--- src/rtl/nap_pkg.sv ---
// Shared types and default configuration for the nap timer.
package nap_pkg;

  typedef enum logic [1:0] {
    ST_IDLE  = 2'd0,
    ST_COUNT = 2'd1,
    ST_RING  = 2'd2
  } nap_state_t;

  localparam int unsigned NAP_DEBOUNCE_CYCLES = 4;
  localparam int unsigned NAP_SNOOZE_LEN      = 5;
  localparam int unsigned NAP_MAX_SNOOZE      = 3;
  localparam int unsigned NAP_RING_TIMEOUT    = 60;
  localparam int unsigned NAP_LEN_W           = 8;
  localparam int unsigned NAP_SNOOZE_W        = 2;

endpackage

--- src/rtl/nap_debounce.sv ---
// Button conditioner: 2-flop synchronizer, stability counter, rising-edge pulse.
module nap_debounce
  import nap_pkg::*;
#(
  parameter int unsigned DEBOUNCE_CYCLES = NAP_DEBOUNCE_CYCLES
) (
  input  logic reset,
  input  logic clock,
  input  logic raw,
  output logic level,
  output logic rise
);

  localparam int unsigned CNT_W = (DEBOUNCE_CYCLES > 1) ? $clog2(DEBOUNCE_CYCLES) : 1;

  logic             sync1;
  logic             sync2;
  logic [CNT_W-1:0] cnt;

  // Bring the asynchronous button into the clock domain.
  always_ff @(posedge clock or negedge reset) begin
    if (!reset) begin
      sync1 <= 1'b0;
      sync2 <= 1'b0;
    end else begin
      sync1 <= raw;
      sync2 <= sync1;
    end
  end

  // Accept a new level only after it has differed for DEBOUNCE_CYCLES samples in a row.
  always_ff @(posedge clock or negedge reset) begin
    if (!reset) begin
      cnt   <= '0;
      level <= 1'b0;
      rise  <= 1'b0;
    end else begin
      rise <= 1'b0;
      if (sync2 == level) begin
        cnt <= '0;
      end else if (cnt == CNT_W'(DEBOUNCE_CYCLES - 1)) begin
        cnt   <= '0;
        level <= sync2;
        rise  <= sync2;
      end else begin
        cnt <= cnt + CNT_W'(1);
      end
    end
  end

endmodule

--- src/rtl/nap_timer.sv ---
// Nap countdown timer driving an alarm light sequencer via start/stop pulses.
// Optional snooze support is compiled in with NAP_TIMER_SNOOZE_EN.
module nap_timer
  import nap_pkg::*;
#(
  parameter int unsigned DEBOUNCE_CYCLES = NAP_DEBOUNCE_CYCLES,
  parameter int unsigned SNOOZE_LEN      = NAP_SNOOZE_LEN,
  parameter int unsigned MAX_SNOOZE      = NAP_MAX_SNOOZE,
  parameter int unsigned RING_TIMEOUT    = NAP_RING_TIMEOUT
) (
  input  logic                    reset,
  input  logic                    clock,
  input  logic                    tick,
  input  logic                    arm,
  input  logic                    cancel,
  input  logic                    button,
  input  logic [NAP_LEN_W-1:0]    nap_len,
  output logic                    start,
  output logic                    stop,
  output logic                    busy,
  output logic                    ringing,
  output logic [NAP_LEN_W-1:0]    remaining,
  output logic [NAP_SNOOZE_W-1:0] snooze_cnt
);

  localparam int unsigned RING_W = $clog2(RING_TIMEOUT + 1);

  // Reject configurations the counters cannot represent.
  if (MAX_SNOOZE > 3 || SNOOZE_LEN == 0 || SNOOZE_LEN > 255 || RING_TIMEOUT == 0) begin : g_cfg_check
    $error("nap_timer: unsupported SNOOZE_LEN/MAX_SNOOZE/RING_TIMEOUT");
  end

  nap_state_t            state;
  nap_state_t            state_n;
  logic                  start_n;
  logic                  stop_n;
  logic [NAP_LEN_W-1:0]  remaining_n;
  logic [RING_W-1:0]     ring_cnt;
  logic [RING_W-1:0]     ring_cnt_n;
  logic [NAP_SNOOZE_W-1:0] snooze_n;
  logic                  btn_level;
  logic                  btn_rise;
  logic                  btn_press;

  nap_debounce #(
    .DEBOUNCE_CYCLES(DEBOUNCE_CYCLES)
  ) u_debounce (
    .reset(reset),
    .clock(clock),
    .raw  (button),
    .level(btn_level),
    .rise (btn_rise)
  );

  assign btn_press = btn_rise & btn_level;

  // Next-state and next-output decode; priority cancel > press > timeout > tick.
  always_comb begin
    state_n     = state;
    start_n     = 1'b0;
    stop_n      = 1'b0;
    remaining_n = remaining;
    ring_cnt_n  = ring_cnt;
    snooze_n    = snooze_cnt;
    case (state)
      ST_IDLE: begin
        if (arm) begin
          snooze_n   = '0;
          ring_cnt_n = '0;
          if (nap_len != '0) begin
            remaining_n = nap_len;
            state_n     = ST_COUNT;
          end else begin
            remaining_n = '0;
            start_n     = 1'b1;
            state_n     = ST_RING;
          end
        end
      end
      ST_COUNT: begin
        if (cancel) begin
          remaining_n = '0;
          state_n     = ST_IDLE;
        end else if (tick) begin
          if (remaining <= NAP_LEN_W'(1)) begin
            remaining_n = '0;
            ring_cnt_n  = '0;
            start_n     = 1'b1;
            state_n     = ST_RING;
          end else begin
            remaining_n = remaining - NAP_LEN_W'(1);
          end
        end
      end
      ST_RING: begin
        if (cancel) begin
          stop_n  = 1'b1;
          state_n = ST_IDLE;
        end else if (btn_press) begin
          stop_n  = 1'b1;
          state_n = ST_IDLE;
`ifdef NAP_TIMER_SNOOZE_EN
          if (snooze_cnt < NAP_SNOOZE_W'(MAX_SNOOZE)) begin
            snooze_n    = snooze_cnt + NAP_SNOOZE_W'(1);
            remaining_n = NAP_LEN_W'(SNOOZE_LEN);
            state_n     = ST_COUNT;
          end
`endif
        end else if (tick) begin
          if (ring_cnt == RING_W'(RING_TIMEOUT - 1)) begin
            ring_cnt_n = '0;
            stop_n     = 1'b1;
            state_n    = ST_IDLE;
          end else begin
            ring_cnt_n = ring_cnt + RING_W'(1);
          end
        end
      end
      default: begin
        state_n     = ST_IDLE;
        remaining_n = '0;
      end
    endcase
  end

  // State register with all registered outputs.
  always_ff @(posedge clock or negedge reset) begin
    if (!reset) begin
      state     <= ST_IDLE;
      start     <= 1'b0;
      stop      <= 1'b0;
      busy      <= 1'b0;
      ringing   <= 1'b0;
      remaining <= '0;
      ring_cnt  <= '0;
    end else begin
      state     <= state_n;
      start     <= start_n;
      stop      <= stop_n;
      busy      <= (state_n != ST_IDLE);
      ringing   <= (state_n == ST_RING);
      remaining <= remaining_n;
      ring_cnt  <= ring_cnt_n;
    end
  end

`ifdef NAP_TIMER_SNOOZE_EN
  // Snoozes used during the current nap.
  always_ff @(posedge clock or negedge reset) begin
    if (!reset) begin
      snooze_cnt <= '0;
    end else begin
      snooze_cnt <= snooze_n;
    end
  end
`else
  assign snooze_cnt = '0;
`endif

endmodule

--- config.mk ---
export PLATFORM = sky130hd
export DESIGN_NAME = nap_timer
export DESIGN_NICKNAME = d
export VERILOG_FILES = /design/src/rtl/nap_pkg.sv /design/src/rtl/nap_debounce.sv /design/src/rtl/nap_timer.sv
export SDC_FILE = /design/constraint.sdc
export NUM_CORES = 1
export LEC_CHECK = 0
export ABC_AREA = 0
export CAP_MARGIN = 10
export CELL_PAD_IN_SITES_DETAIL_PLACEMENT = 1
export CELL_PAD_IN_SITES_GLOBAL_PLACEMENT = 1
export CORE_AREA = 5 5 77 79
export CTS_CLUSTER_DIAMETER = 80
export CTS_CLUSTER_SIZE = 25
export DETAILED_ROUTE_END_ITERATION = 12
export DIE_AREA = 0 0 82 84
export PLACE_DENSITY = 0.62
export SYNTH_ARGS = -nofsm -noshare
export SYNTH_HDL_FRONTEND = slang
export SYNTH_SLANG_ARGS = --single-unit
export TNS_END_PERCENT = 30
--- constraint.sdc ---
create_clock -name clock -period 4.45 [get_ports clock]
set_input_delay 0.89 -clock clock [delete_from_list [all_inputs] [get_ports clock]]
set_output_delay 0.89 -clock clock [all_outputs]
set_load 0.01 [all_outputs]
==> results.md <==
* Ys Warns at 0
* Startpoint types: primary input
* Row count at 27
* Hold Slack at 373 ps
* Clock period minus worst slack at 2370 ps
* Synth Area in Simple Gates at 0.211
* CORE AREA at 5270 sq um
* Overflow after GRT at 0
* Min-delay worst type: register to register
* Critical-path cell list: clkdlybuf4s50_1 -> and4bb_4 -> nand4_4 -> and2_4 -> a211o_1
* Port Buffer Count at 25
* Yosys reg bits at 26
* RSZ-0062 raised after global routing: false
* Starting Density at 0.283
* Share of cells above drive strength 1 at 0.116
* Max frequency at 0.423 GHz
* Final setup violation count at 0
* Synth cell count leaders: 26 x dfrtp_1, 9 x nand2_1, 9 x nor2_1, 8 x o21ai_0
* I/O pin cnt at 28
* Post-Synthesis Cells at 143
* MaxCap Viol Count at 0
* Worst-Skew Late Latency at 270 ps
* HPWL Detailed at 3.15 mm
* Pwr/cell area at 524 nW/um^2
* Rel. slew slack at 0.541
* Area growth, synth to finish at 28.4%
* Final-report max-slew violation count at 0
* Global-route wire length before repair at 6.60 mm
* Largest family of logic cells by synthesized area: compound AO/OA/AOI/OAI gates
* Critical-path top delay cell: clkdlybuf4s50_1
* Clock H-tree levels at 1
* Die X-Extent at 82 um
* Library cells used by synthesis at 51
* Initial drt markers at 48
* Syn avg cell area at 10.4 sq um
* RD Place Congestion at 0.786
* Most used DFF post-synth: dfrtp_1
* Antenna violations before repair at 0
* Sequential fraction of the synthesis area at 0.436
* Total GRT Usage at 0.120
* Total CTS buffers at 3
* Crit path required time at 4620 ps
* DRC at 0
* Top post-synthesis cells by area: dfrtp_1 44%, ha_1 3.4%, o21ai_0 2.7%
* Clock-pin slew on the worst setup and hold paths at 90 ps
* Post-Synth XOR/XNOR Area at 0.0117
* P_leak at 0.000777 uW
* Post-synthesis mux area share at 0.00755
* Crit Path Class: primary input to register
* Most common cell in the netlist: dfrtp_1
* Synth async-reset ratio at 1.00
* Area of the multi-input gates at 785 sq um
* Outcome: complete, no violations
* Post-synth EDFFs at 0
* CP Max Fanout at 10
* TritonRoute pass-1 iters at 4
* # Post-CTS Setup Buffers at 0
* Top cell type's share of synthesized area at 0.436
* # fillers at 631
* Clock Path Buffers at 2
* Vias at 1282
* TritonCTS clock tree: built
* # hold bufs at CTS at 0
* Antenna diode count at 0
* Least-Margin Pin Slew at 683 ps
* Maximum vdd ir drop at 159 uV
* Crit. End Element: register
* Synthesized cell area at 1490 sq um
* Die ar. at 6890 sq um
* Area leader, netlist: dfrtp_1
* Hold Vio Cnt, Final at 0
* Crit path largest cell delay at 620 ps
* Clock skew at 7.12 ps
* Clock sink count at 26
* DRT antenna net count at 0
* Synthesized-area fraction occupied by adder cells at 0.0336
* Part of the cycle the worst path needs at 0.531
* Vias in the first global route at 1343
* # nets final at 191
* Total Wirelength at 3.97 mm
* Cts repair resizes at 0
* Root Buffer: clkbuf_8
* Arr. time, crit path at 2530 ps
* Via/cell ratio at 5.25
* Reg area at 651 sq um
* Die height at 84 um
* DR WL/cell at 16.3 um
* Post-synthesis compound-gate area fraction at 0.257
* Pin count of the biggest net entering global routing at 24
* Final setup TNS at 0 ps
state kept, by name (all words and copies together) (netlist names):
register	flops
u_debounce.sync1	1
ring_cnt	6
start	1
u_debounce.sync2	1
busy	1
u_debounce.level	1
stop	1
remaining	8
state	2
u_debounce.cnt	2
ringing	1
u_debounce.rise	1
report_power, final:
part / switching [uW] / leakage (uW) / internal [uW] / total [uW]
Combinational: 234 / 0.000402 / 201 / 435
Sequential: 78.8 / 0.000340 / 291 / 370
Clock: 78.2 / 0.0000357 / 120 / 199
metrics by stage:
step / utilization / area, sq um / worst slack (ps) / cells / total power [uW]
after floorplan: - / 1500 / 2480 / 144 / 632
after global placement: 0.345 / 1820 / 1820 / 239 / 799
after detailed placement: 0.345 / 1820 / 1790 / 239 / 806
after CTS: 0.358 / 1890 / 2090 / 243 / 1010
after global routing: 0.363 / 1920 / 2000 / 244 / 1070
final: 0.363 / 1920 / 2080 / 244 / 1000
layout by cell type (no fill, tap or decap), drive strengths merged, types with 4 or more instances in the layout:
cell type / n
nand2: 9
nor3: 5
nand3: 7
inv: 7
o31ai: 4
o211ai: 4
a22o: 4
a32oi: 4
o21ai: 8
dfrtp: 26
clkdlybuf4s50: 25
nor2: 9
ha: 4
cell type report:
type                    instances  area share
repair buffers                 28       0.153
multi-input cells             107       0.410
clock buffers                   3      0.0216
well taps                      72      0.0470
clock inverters                 1      0.0157
inverters                       7      0.0137
flip-flops and latches         26       0.340
final timing paths:
| kind | to | slack, ps | depth (start not counted) | from |
|---|---|---|---|---|
| setup / recovery | ring_cnt[5] | 2080 | 5 | tick |
| hold / removal | u_debounce.sync2 | 370 | 0 | u_debounce.sync1 |
| setup reg to reg | ring_cnt[5] | 2520 | 6 | remaining[0] |
| hold reg to reg | u_debounce.sync2 | 370 | 0 | u_debounce.sync1 |
| max in group asynchronous | ring_cnt[0] | 2950 | 3 | reset |
| min in group asynchronous | remaining[1] | 930 | 1 | reset |
cell families (layout without fill, tap and decap cells):
logic type	Yosys count	in the layout
flip-flops	26	26
adder cells (fa/ha/maj)	4	4
buffers and inverters	11	39
XOR/XNOR	2	2
AND/OR/NAND/NOR	51	51
other	1	2
AO/OA/AOI/OAI	47	47
multiplexers	1	1
metal layers:
metal,up-vias,global-route usage,routed length (um)
li1,597,-,-
met1,642,0.164,1790
met2,37,0.196,1960
met3,6,0.0108,176
met4,0,0.0408,52
met5,-,0,0
critical path, delay by kind of cell:
family	cells	cell delay (ps)
AO/OA/AOI/OAI	1	280
AND/OR/NAND/NOR	3	750
buffers and inverters	1	620
Power figures use the tool's default switching activity.
